## src/rtl/frame_draw_scheduler.sv

```systemverilog
// Per-frame plotter arbiter: erase pass, lane advance, draw pass, round-robin start lane.
// Optional watchdog on stuck plot jobs is built when SCHED_WATCHDOG_EN is defined.
module frame_draw_scheduler #(
    parameter int LANES   = 4,
    parameter int TIMEOUT = 1023
) (
    input  logic             clk,
    input  logic             resetn,
    input  logic             tick,
    input  logic [LANES-1:0] lane_req,
    input  logic             plot_done,
    output logic [LANES-1:0] grant,
    output logic             phase,
    output logic             plot_start,
    output logic             advance,
    output logic             frame_done,
    output logic             busy,
    output logic             overrun,
    output logic [7:0]       frame_count,
    output logic             timeout_err
);

    localparam int PW = $clog2(LANES);

    if (LANES < 2 || LANES > 8 || TIMEOUT < 1) begin : g_param_check
        $error("frame_draw_scheduler: LANES must be 2..8 and TIMEOUT >= 1");
    end

    typedef enum logic [1:0] {StIdle, StArb, StWait} state_e;

    state_e           r_state;
    logic [LANES-1:0] r_mask;
    logic [LANES-1:0] r_pending;
    logic [LANES-1:0] r_grant;
    logic [PW-1:0]    r_rr_ptr;
    logic [7:0]       r_frame_count;
    logic             r_phase;
    logic             r_plot_start;
    logic             r_advance;
    logic             r_frame_done;
    logic             r_overrun;

    logic [LANES-1:0] w_sel;
    logic             w_found;
    logic             w_done;
    logic             w_wd_hit;
    logic             w_release;

    // First pending lane at or above rr_ptr, wrapping at LANES-1.
    always_comb begin
        w_sel   = '0;
        w_found = 1'b0;
        for (int i = 0; i < LANES; i++) begin
            for (int j = 0; j < LANES; j++) begin
                if (!w_found && r_pending[j] && (j == (int'(r_rr_ptr) + i) % LANES)) begin
                    w_sel[j] = 1'b1;
                    w_found  = 1'b1;
                end
            end
        end
    end

    // A done pulse coinciding with our own start belongs to a previous job.
    assign w_done    = plot_done & ~r_plot_start;
    assign w_release = w_done | w_wd_hit;

`ifdef SCHED_WATCHDOG_EN
    localparam int WdW = $clog2(TIMEOUT + 1);

    logic [WdW-1:0] r_wd_cnt;
    logic           r_timeout_err;

    assign w_wd_hit    = (r_state == StWait) && (r_wd_cnt == WdW'(TIMEOUT - 1));
    assign timeout_err = r_timeout_err;

    always_ff @(posedge clk or negedge resetn) begin
        if (!resetn) begin
            r_wd_cnt      <= '0;
            r_timeout_err <= 1'b0;
        end else begin
            r_timeout_err <= w_wd_hit & ~w_done;
            if (r_state != StWait) begin
                r_wd_cnt <= '0;
            end else begin
                r_wd_cnt <= r_wd_cnt + 1'b1;
            end
        end
    end
`else
    assign w_wd_hit    = 1'b0;
    assign timeout_err = 1'b0;
`endif

    always_ff @(posedge clk or negedge resetn) begin
        if (!resetn) begin
            r_state       <= StIdle;
            r_mask        <= '0;
            r_pending     <= '0;
            r_grant       <= '0;
            r_rr_ptr      <= '0;
            r_frame_count <= '0;
            r_phase       <= 1'b0;
            r_plot_start  <= 1'b0;
            r_advance     <= 1'b0;
            r_frame_done  <= 1'b0;
            r_overrun     <= 1'b0;
        end else begin
            r_plot_start <= 1'b0;
            r_advance    <= 1'b0;
            r_frame_done <= 1'b0;
            r_overrun    <= tick && (r_state != StIdle);
            unique case (r_state)
                StIdle: begin
                    if (tick) begin
                        r_mask    <= lane_req;
                        r_pending <= lane_req;
                        r_phase   <= 1'b0;
                        r_state   <= StArb;
                    end
                end
                StArb: begin
                    if (w_found) begin
                        r_grant      <= w_sel;
                        r_plot_start <= 1'b1;
                        r_state      <= StWait;
                    end else if (!r_phase) begin
                        r_advance <= 1'b1;
                        r_pending <= r_mask;
                        r_phase   <= 1'b1;
                    end else begin
                        r_frame_done  <= 1'b1;
                        r_frame_count <= r_frame_count + 8'd1;
                        r_rr_ptr      <= (r_rr_ptr == PW'(LANES - 1)) ? '0 : r_rr_ptr + 1'b1;
                        r_grant       <= '0;
                        r_state       <= StIdle;
                    end
                end
                StWait: begin
                    if (w_release) begin
                        r_pending <= r_pending & ~r_grant;
                        r_grant   <= '0;
                        r_state   <= StArb;
                    end
                end
                default: r_state <= StIdle;
            endcase
        end
    end

    assign grant       = r_grant;
    assign phase       = r_phase;
    assign plot_start  = r_plot_start;
    assign advance     = r_advance;
    assign frame_done  = r_frame_done;
    assign busy        = (r_state != StIdle);
    assign overrun     = r_overrun;
    assign frame_count = r_frame_count;

endmodule
```

## config.mk

```make
export PLATFORM = sky130hd
export DESIGN_NAME = frame_draw_scheduler
export DESIGN_NICKNAME = d
export VERILOG_FILES = /design/src/rtl/frame_draw_scheduler.sv
export SDC_FILE = /design/constraint.sdc
export NUM_CORES = 1
export LEC_CHECK = 0
export CAP_MARGIN = 20
export CORE_MARGIN = 8
export CORE_UTILIZATION = 55
export CTS_BUF_LIST = sky130_fd_sc_hd__clkbuf_8
export DETAILED_ROUTE_END_ITERATION = 10
export PLACE_DENSITY = 0.79
export SYNTH_ARGS = -nofsm -noshare
export SYNTH_HDL_FRONTEND = slang
export SYNTH_SLANG_ARGS = --single-unit
```

## constraint.sdc

```tcl
create_clock -name clk -period 5.7 [get_ports clk]
set_input_delay 0.855 -clock clk [delete_from_list [all_inputs] [get_ports clk]]
set_output_delay 0.855 -clock clk [all_outputs]
set_load 0.02 [all_outputs]
```

==> Word level (Yosys, flattened, before mapping) <==
Cells that the tools add are included.
{ "word_totals": {"out_inout_bits": 19, "ff_bits": 29, "input_bits": 8} }
{ "op_classes": {"n_addsub": 5, "eq_ne": 20, "n_reduce_logical": 65, "muxes": 57, "bitwise": 8} }
{ "ops": {"columns": ["cell", "count"], "rows": [
  ["32-bit zero test", 4],
  ["1-bit two-way mux", 41],
  ["1-bit logical AND", 32],
  ["4-bit two-way mux", 7],
  ["3-bit == test (first input constant)", 6],
  ["1-bit zero test", 15],
  ["4-bit one-hot mux with 3 select lines", 1],
  ["3-bit AND reduction", 4],
  ["2-bit two-way mux", 5],
  ["2-bit by 3-bit == test with 1-bit output (first input constant)", 3],
  ["8-bit by 1-bit adder with 8-bit output (second input constant)", 1],
  ["2-bit != test (second input constant)", 4],
  ["4-bit one-hot mux with 2 select lines", 1],
  ["2-bit one-hot mux with 3 select lines", 1],
  ["2-bit nonzero test", 3],
  ["2-bit OR reduction", 3],
  ["5-bit AND reduction", 1],
  ["2-bit by 1-bit adder with 2-bit output (second input constant)", 2],
  ["2-bit adder (second input constant)", 2],
  ["4-bit AND", 1],
  ["2-bit == test (first input constant)", 2],
  ["2-bit == test (second input constant)", 2],
  ["4-bit inverter", 1],
  ["1-bit AND (first input constant)", 3],
  ["other kinds (9)", 10]
]} }

==> Logic depth before layout (Yosys ltp) <==
Gate-level depths: netlist of run 1.
{ "depth": {"word_depth": 65, "depth_mapped": 9, "ltp_nobuf": 7} }

==> Least setup slack after synthesis of run 1 <==
Ideal clock, no wire load.
{ "synth_timing": {"kind": "reg2reg", "start": "register r_rr_ptr[0]", "end": "register r_pending[0]", "arrival_time_ns": 2.016, "setup_time_ns": 0.125, "path_slack_ns": 3.559, "synth_period_minus_slack_ns": 2.141, "path_stages_with_launch": 9, "path_cell_list": "dfrtp_1 inv_1 ha_1 buf_6 o21ai_1 o2111ai_2 nor4b_4 o21bai_4 mux2_4"} }
{ "synth_via": {"elab_chain_len": 65, "word_cells_on_any_way": 89} }
{ "synth_lines": {"columns": ["item", "line", "text"], "rows": [
  ["start: declaration", "35", "logic [PW-1:0] r_rr_ptr;"],
  ["start signal: assignment", "133", "r_rr_ptr <= (r_rr_ptr == PW'(LANES - 1)) ? '0 : r_rr_ptr + 1'b1;"],
  ["32-bit zero test", "55", "if (!w_found && r_pending[j] && (j == (int'(r_rr_ptr) + i) % LANES)) begin"],
  ["1-bit logical AND", "55", null],
  ["1-bit two-way mux", "55", null],
  ["1-bit zero test", "55", null],
  ["1-bit logical AND (2 in series)", "55", null],
  ["1-bit two-way mux", "55", null],
  ["1-bit zero test", "55", null],
  ["1-bit logical AND (2 in series)", "55", null],
  ["[... 45 more ...]", null, null],
  ["1-bit zero test", "55", null],
  ["1-bit logical AND (2 in series)", "55", null],
  ["1-bit two-way mux", "55", null],
  ["1-bit zero test", "55", null],
  ["1-bit logical AND (2 in series)", "55", null],
  ["1-bit two-way mux *", "55", null],
  ["2-bit != test (no line) *", null, null],
  ["5-bit AND reduction (no line) *", null, null],
  ["end signal: assignment", "116", "r_pending <= lane_req;"],
  ["end signal: assignment", "128", "r_pending <= r_mask;"],
  ["end signal: assignment", "140", "r_pending <= r_pending & ~r_grant;"],
  ["end: declaration", "33", "logic [LANES-1:0] r_pending;"]
]} }
Mark *: on every way between the ends. The rest lies on a longest branch, timed or not.
A chain may end at the register's enable or synchronous reset.

==> Worst setup path in the final report of run 1 <==
{ "layout_timing": {"start": "register r_state[0]", "end": "output port busy"} }
{ "layout_via": {"elab_chain_len": 1} }
{ "layout_lines": {"columns": ["item", "line", "text"], "rows": [
  ["start: declaration", "31", "state_e r_state;"],
  ["start signal: assignment", "96", "r_state <= StIdle;"],
  ["start signal: assignment", "118", "r_state <= StArb;"],
  ["start signal: assignment", "125", "r_state <= StWait;"],
  ["2-bit nonzero test", "155", "assign busy = (r_state != StIdle);"],
  ["end: declaration", "17", "output logic busy,"]
]} }
Every way passes these cells.

==> metrics, run 1 <==
Max IR drop VDD=between 0.0003 and 0.0004 V; Root Buffer=clkbuf_8; Synth area leader=dfrtp_1; Total Nets Final=between 200 and 250; RSZ-0062 raised after global routing=no; Post-CTS Hold Fix Bufs=0; most frequent cells in the layout=dfrtp_1, clkdlybuf4s50_1, nor2_1, nand2_1, inv_1; vias=approximately 1400; Clock Path Buffers=2; largest net degree at the start of global routing=30; total grt overflow=0; core area=around 3000 um^2; critical path type=reg -> out; clock-pin slew on the worst setup and hold paths=60 ps; Yosys reg bits=29; Syn-to-layout area delta=18.7%; vias in the first global route=1373; final hold vios=0; CTS tree=done; drt pass-1 iters=4; net count after synthesis=between 150 and 200; Final ANT Viol Nets=0; Final Cell Area=slightly above 2000 um^2; clk_skew=between 6 and 7 ps; Total GRT Usage=0.157; GPL Wtd Cong=1.02; setup bufs post-CTS=0; Syn Inst Count=168; f_max=just under 0.4 GHz; largest cells by area after synthesis=dfrtp_1, ha_1, mux2_2, mux2_4, xnor2_1; outcome=completed; clk_lat worst skew=around 280 ps; leakage power=approximately 0.87 nW; CP startpoint kind=register; drt total wl=3.77 mm; area of placed instances=just under 2000 um^2; EDFF count, synth=0; Post-Syn Area=roughly 1700 um^2; Diodes inserted=0; MaxCap Viol Count=0; fin crit period=2540 ps; PwrDens=slightly above 600 nW/um^2; share of layout cells above drive strength 1=0.121; CTS Sinks=29; io pins=27; WP data arrival=1690 ps; register area share after synthesis=0.421; cts bufs inserted=5; DRC=0; Worst Max-Slew Pin Slew=between 600 and 700 ps; Synth top area share=0.421; CP max FO=5; max_slew headroom=0.533; hpwl dp=between 2 and 3 mm; TNS Setup=0 ps; Final Setup Violations=0; antenna violations before repair=0; starting density of the core=0.569; Worst setup EP type=primary output; post-cts sizing count=0; Row Count=20; port bufs=25; WP data required=just under 5000 ps; die outline height=about 72 um; Mean Syn Cell Area=between 10 and 15 um^2; Yosys warnings=0; Wirelength per Cell=roughly 16 um; first-pass GRT wire length=between 6 and 7 mm; H-tree depth=2; share of synthesized flip-flops with an asynchronous set or reset=1.00; Vias/cell=about 5.8; Slew Limit Fails=0; initial DRC count=188; Tcrit/Tclk final=0.446; commonest non-fill, non-tap cell in the layout=dfrtp_1; predominant post-synthesis flop cell=dfrtp_1; worst hold path type=reg -> reg; Synth cell types=38; Die X=72.0 um; die area=5180 um^2
-- registers in the layout, summed over array words and instances, names as in the netlist --
signal	count
frame_count	8
grant	4
r_mask	4
r_pending	4
r_rr_ptr	2
r_state	2
advance	1
frame_done	1
overrun	1
phase	1
plot_start	1
-- through the flow --
step | cells | hold slack [ps] | setup WS, ps | power, mW | utilization
5_1_grt | 234 | 498 | 2990 | 1.33 | 0.676
2_1_floorplan | 168 | 480 | 3560 | 0.897 | -
3_5_place_dp | 227 | 470 | 3230 | 1.06 | 0.648
3_3_place_gp | 227 | 462 | 3320 | 1.04 | 0.648
6_report | 234 | 470 | 3160 | 1.24 | 0.676
4_1_cts | 234 | 478 | 3160 | 1.24 | 0.676
-- per-layer routing --
metal / wire [um] / GRT usage / vias up
li1: - / - / 644
met1: 1650 / 0.195 / 646
met2: 1740 / 0.234 / 58
met3: 338 / 0.0661 / 5
met4: 38 / 0.0612 / 0
met5: 0 / 0 / -
-- path summary, 6_finish.rpt --
path                                startpoint        endpoint  slack (ps)  cells after the start
worst max-delay path                r_state[0]            busy        3160                      4
worst min register to register  frame_count[7]  frame_count[7]         470                      1
worst min-delay path            frame_count[7]  frame_count[7]         470                      1
max in group asynchronous               resetn  frame_count[4]        4470                      2
worst max register to register     r_rr_ptr[0]  frame_count[1]        3200                      6
min in group asynchronous               resetn      plot_start         950                      2
-- power by group --
part / total, mW / leakage [nW] / internal (mW) / switching [mW]
sequential: 0.375 / 0.370 / 0.279 / 0.0956
clock: 0.167 / 0.0485 / 0.0937 / 0.0732
combinational: 0.696 / 0.455 / 0.323 / 0.373
total: 1.24 / 0.873 / 0.695 / 0.542
-- cells by family (layout without fill, tap and decap cells) --
kind of cell / after synthesis / count (layout) / synth area share
xor+xnor: 7 / 7 / 0.0356
mux: 11 / 11 / 0.0806
compound gates: 43 / 43 / 0.173
simple gates: 46 / 46 / 0.149
flops: 29 / 29 / 0.421
fa+ha+maj: 10 / 10 / 0.0726
other cells: 1 / 1 / 0.00217
buf+inv: 21 / 43 / 0.0660
-- cell type report --
cell class	count	area (um^2)
clock inverter	1	3.75
clock buffer	6	82.6
sequential	29	726
inverter	10	37.5
timing repair buffer	26	258
tap	44	55.1
multi-input combinational	118	885
fill	233	981
-- worst max-delay path: stages (launching register included) --
cell,delay [ps]
dfrtp_1,390
inv_1,90
ha_1,260
inv_1,70
clkdlybuf4s50_1,600
-- synthesized netlist by cell type, types with 2 or more instances --
| cell | count |
|---|---|
| xnor2_1 | 6 |
| clkbuf_1 | 2 |
| o21ai_1 | 4 |
| nor2_1 | 13 |
| a22oi_1 | 2 |
| a21oi_1 | 9 |
| mux2_4 | 4 |
| inv_1 | 10 |
| mux2_2 | 7 |
| nand2b_1 | 2 |
| o22ai_1 | 3 |
| a31oi_1 | 5 |
| dfrtp_1 | 29 |
| a32o_1 | 3 |
| nand2_1 | 12 |
| buf_2 | 4 |
| buf_6 | 3 |
| and3_1 | 3 |
| nor3b_1 | 2 |
| o21ai_0 | 7 |
| nand4_1 | 6 |
| nor2b_1 | 2 |
| buf_4 | 2 |
| a32oi_1 | 4 |
| a22o_1 | 2 |
| ha_1 | 10 |
(Power assumes the default switching activity.)
==> inputs of run 2 (changes only) <==
==> constraint.sdc (replaced) <==
create_clock -name clk -period 2.5 [get_ports clk]
set_input_delay 0.375 -clock clk [delete_from_list [all_inputs] [get_ports clk]]
set_output_delay 0.375 -clock clk [all_outputs]
set_load 0.02 [all_outputs]
==> run 2 against run 1 <==
  * Utilization rose by 1.3 points
  * Highest routed layer unchanged
  * Die area did not move
  * Largest cell class unchanged
  * Clock-buffer cell count rose by 1
==> metrics, run 2 (same netlist as run 1, synthesis figures left out) <==
drt pass-1 iters=4; Row Count=20; Reg2Reg Setup Slack=180 ps; drt total wl=~4 mm; final hold vios=0; Diodes inserted=0; TNS Setup=0 ps; clk_skew=roughly 3.1 ps; io pins=27; WP data arrival=2490 ps; Post-Layout Cell Count=about 240; CP max FO=9; Final Setup Violations=0; switch share=0.435; Vias/cell=5.83; first-pass GRT wire length=~6.7 mm; Sw Pwr=approximately 1.3 mW; Slew Limit Fails=0; crit-path cells=inv_1, ha_1, a22oi_2, nand4_2, nor4b_4, o21bai_4, mux2_4; Syn-to-layout area delta=21.0%; Placed Instances=between 200 and 250; CTS Sinks=29; fill count=approximately 240; f_max=~0.43 GHz; Final ANT Viol Nets=0; largest net degree at the start of global routing=30; Worst setup EP type=register; PwrDens=~1400 nW/um^2; Tcrit/Tclk final=0.927; Root Buffer=clkbuf_8; Flop pwr share=0.299; most frequent cells in the layout=dfrtp_1, clkdlybuf4s50_1, nor2_1, nand2_1; hpwl dp=2.85 mm; Die X=72.0 um; outcome=completed; die area=a little over 5000 um^2; total grt overflow=0; CTS tree=done; P_int=1.65 mW; RSZ-0062 raised after global routing=no; CP startpoint kind=register; WP data required=roughly 2700 ps; GPL Wtd Cong=approximately 0.93; Max IR drop VDD=between 0.0007 and 0.0008 V; Post-CTS Hold Fix Bufs=0; starting density of the core=0.569; die outline height=72.0 um; H-tree depth=2; commonest non-fill, non-tap cell in the layout=dfrtp_1; Wirelength per Cell=between 15 and 20 um; CP max stage delay=between 400 and 500 ps; critical path type=reg -> reg; Comb pwr share=0.555; leakage power=around 0.89 nW; core area=a little over 3000 um^2; clock-pin slew on the worst setup and hold paths=approximately 60 ps; Clock Path Buffers=2; initial DRC count=236; Total Nets Final=210; port bufs=25; share of layout cells above drive strength 1=0.150; vias=about 1400; MaxCap Viol Count=0; Hold Worst Slack=470 ps; antenna violations before repair=0; clk_lat worst skew=280 ps; Largest register FFs=8; slowest library cell on the worst path=nor4b_4; Total GRT Usage=0.164; vias in the first global route=about 1400; DRC=0; fin crit period=2320 ps; Clock Power Share=0.146; cts bufs inserted=5; worst hold path type=in -> async
-- run 2: cell count changes in the layout (fill, tap and decap cells not counted) --
| cell | previous run | this run |
|---|---|---|
| inv_1 | 11 | 10 |
| buf_4 | 1 | 3 |
| clkbuf_8 | 6 | 7 |
| clkinv_2 | 0 | 1 |
| a22oi_2 | 0 | 1 |
| o21ai_0 | 7 | 6 |
| o21ai_2 | 0 | 1 |
| a22oi_1 | 2 | 1 |
-- run 2: worst max-delay path, delay by kind of cell (launching register included) --
family | cells | cell delay, ps
compound gates | 2 | 350
buf+inv | 1 | 90
fa+ha+maj | 1 | 330
simple gates | 2 | 670
mux | 1 | 310
flops | 1 | 440
-- run 2: routing by layer --
| metal | vias up | routed length, um | track usage |
|---|---|---|---|
| li1 | 647 | - | - |
| met1 | 676 | 1640 | 0.194 |
| met2 | 50 | 1900 | 0.260 |
| met3 | 9 | 285 | 0.0620 |
| met4 | 0 | 71 | 0.0703 |
| met5 | - | 0 | 0 |
-- run 2: final cells by class --
cell class	count	area [um^2]	share of cell area
multi-input combinational	118	893	0.428
sequential	29	726	0.348
timing repair buffer	28	273	0.131
clock buffer	7	96.3	0.0462
tap	44	55.1	0.0264
inverter	10	37.5	0.0180
clock inverter	1	5.00	0.00240
-- run 2: power by group through the flow --
stage	registers [mW]	clock network, mW	logic, mW
after floorplan	0.827	0	1.22
after global placement	0.841	0	1.54
after detailed placement	0.863	0	1.60
after CTS	0.858	0.437	1.61
after global routing	0.893	0.456	1.78
final	0.871	0.425	1.62
-- run 2: path summary, 6_finish.rpt --
path,start,to,cells after the start
max,r_rr_ptr[0],r_pending[2],7
min reg2reg,frame_count[7],frame_count[7],1
max in group asynchronous,resetn,frame_count[4],2
min,resetn,overrun,2
min in group clk,frame_count[7],frame_count[7],1
max reg2reg,r_rr_ptr[0],r_pending[2],7
-- run 2: timing repair --
item	CTS	global route
resized for setup	0	3
setup buffers	0	0
setup endpoints to repair	0	4
-- run 2: through the flow --
| step | worst slack (ps) | util | instance area, um^2 | total power [mW] |
|---|---|---|---|---|
| finish | 182 | 0.689 | 2090 | 2.92 |
| global route | 15.0 | 0.689 | 2090 | 3.13 |
| CTS | 151 | 0.686 | 2080 | 2.90 |
| global placement | 283 | 0.652 | 1980 | 2.38 |
| floorplan | 359 | - | 1720 | 2.04 |
| detailed placement | 169 | 0.652 | 1980 | 2.46 |
==> inputs of run 3 (changes only) <==
--- a/config.mk
+++ b/config.mk
@@ -10,7 +10,9 @@
 export CORE_UTILIZATION = 55
 export CTS_BUF_LIST = sky130_fd_sc_hd__clkbuf_8
 export DETAILED_ROUTE_END_ITERATION = 10
+export MAX_ROUTING_LAYER = met4
 export PLACE_DENSITY = 0.79
 export SYNTH_ARGS = -nofsm -noshare
 export SYNTH_HDL_FRONTEND = slang
 export SYNTH_SLANG_ARGS = --single-unit
+export TNS_END_PERCENT = 30
==> constraint.sdc (replaced) <==
create_clock -name clk -period 2.75 [get_ports clk]
set_input_delay 0.4125 -clock clk [delete_from_list [all_inputs] [get_ports clk]]
set_output_delay 0.4125 -clock clk [all_outputs]
set_load 0.02 [all_outputs]
==> run 3 against run 2 <==
  * Register-to-register slack better by 120 ps
  * Critical path depth stayed put
  * Via count is 1.5% higher
  * Combinational power is 9% lower
  * Final area is 0.78% lower
  * Utilization is 0.54 points lower
  * Sequential power is 9.9% lower
  * Clock power is 9.9% lower
  * Largest power group unchanged
==> metrics, run 3 (same netlist as run 1, synthesis figures left out) <==
setup bufs post-CTS=0; first-pass GRT wire length=roughly 7 mm; crit-path cells=inv_1, ha_1, o21ai_1, o2111ai_2, nor4b_4, o21bai_4, mux2_4; Wirelength per Cell=around 17 um; Worst Max-Slew Pin Slew=547 ps; post-cts sizing count=0; vias in the first global route=about 1400; pre-CTS WS=approximately 380 ps; Vias/cell=slightly below 6; worst hold path type=reg -> reg; WP data required=just under 3000 ps; largest net degree at the start of global routing=30; WP data arrival=between 2000 and 3000 ps; starting density of the core=0.569; Die X=about 70 um; die area=5180 um^2; drt total wl=3.99 mm; die outline height=between 70 and 80 um; Comb pwr share=0.557; commonest non-fill, non-tap cell in the layout=dfrtp_1; CP top delay family=compound AO/OA/AOI/OAI gates; clk_skew=3.64 ps; CP startpoint kind=register; DRC=0; Clock Path Buffers=2; Slew Limit Fails=0; Final WS setup=~300 ps; Sw Pwr=about 1.2 mW; Worst setup EP type=register; GPL Wtd Cong=roughly 0.94; leakage power=~0.9 nW; Row Count=20; fin util=0.683; core area=between 3000 and 4000 um^2; vias=between 1000 and 1500; Flop pwr share=0.298; Total GRT Usage=0.169; slowest library cell on the worst path=nor4b_4; Syn-to-layout area delta=20.0%; port bufs=25; fin crit period=roughly 2400 ps; critical path type=reg -> reg; Hold Worst Slack=between 400 and 500 ps; CP max stage delay=between 400 and 500 ps; CTS Sinks=29; antenna violations before repair=0; drt pass-1 iters=6; max_slew headroom=0.635; Largest register FFs=8; Max IR drop VDD=0.000732 V; cts bufs inserted=5; switch share=0.440; H-tree depth=2; Final ANT Viol Nets=0; TNS Setup=0 ps; f_max=slightly above 0.4 GHz; MaxCap Viol Count=0; Root Buffer=clkbuf_8; Clock Power Share=0.146; CP max FO=9; PwrDens=between 1000 and 1500 nW/um^2; P_int=about 1.5 mW; Final Setup Violations=0; outcome=completed; Diodes inserted=0; hpwl dp=approximately 2.9 mm; clock-pin slew on the worst setup and hold paths=about 60 ps; RSZ-0062 raised after global routing=no; CTS tree=done; io pins=27; total grt overflow=0; Total Nets Final=209; share of layout cells above drive strength 1=0.135; clk_lat worst skew=280 ps; Tcrit/Tclk final=0.889; Post-CTS Hold Fix Bufs=0; most frequent cells in the layout=dfrtp_1, clkdlybuf4s50_1, nor2_1, nand2_1; final hold vios=0; critical path buffer and inverter count=1; initial DRC count=171
run 3: changes by cell type in the layout (fill, tap and decap cells not counted):
| cell | change |
|---|---|
| o21ai_2 | -1 |
| a22oi_2 | -1 |
| o21ai_0 | +1 |
| a22oi_1 | +1 |
| buf_4 | -1 |
run 3: through the flow:
stage / total power [mW] / std cells / area, um^2
after floorplan: 1.86 / 168 / 1720
after detailed placement: 2.21 / 228 / 1970
after CTS: 2.62 / 236 / 2070
final: 2.63 / 236 / 2070
after global placement: 2.14 / 228 / 1970
after global routing: 2.81 / 236 / 2070
run 3: final timing paths:
path	from	to	slack, ps	cells past startpoint
min in group asynchronous	resetn	r_mask[3]	520	2
worst min-delay path	frame_count[7]	frame_count[7]	470	1
worst min register to register	frame_count[7]	frame_count[7]	470	1
max in group asynchronous	resetn	frame_count[7]	1970	2
worst max-delay path	r_rr_ptr[0]	r_pending[3]	310	7
worst max register to register	r_rr_ptr[0]	r_pending[3]	310	7
run 3: final cells by class:
cell class | instances | area [um^2]
timing repair buffer | 27 | 265
inverter | 10 | 37.5
clock inverter | 1 | 5.00
fill | 249 | 958
multi-input combinational | 118 | 885
sequential | 29 | 726
clock buffer | 7 | 96.3
tap | 44 | 55.1
run 3: power by group through the flow:
stage          Clock, mW  Combinational, mW  Sequential [mW]
6_report           0.383               1.47            0.785
5_1_grt            0.409               1.60            0.803
4_1_cts            0.387               1.46            0.774
3_5_place_dp           0               1.43            0.780
3_3_place_gp           0               1.38            0.764
2_1_floorplan          0               1.11            0.752
run 3: per-layer routing:
metal	wire, um	GRT usage
met3	221	0.0496
met2	1940	0.255
met1	1760	0.206
met4	71	0.0726
met5	0	-
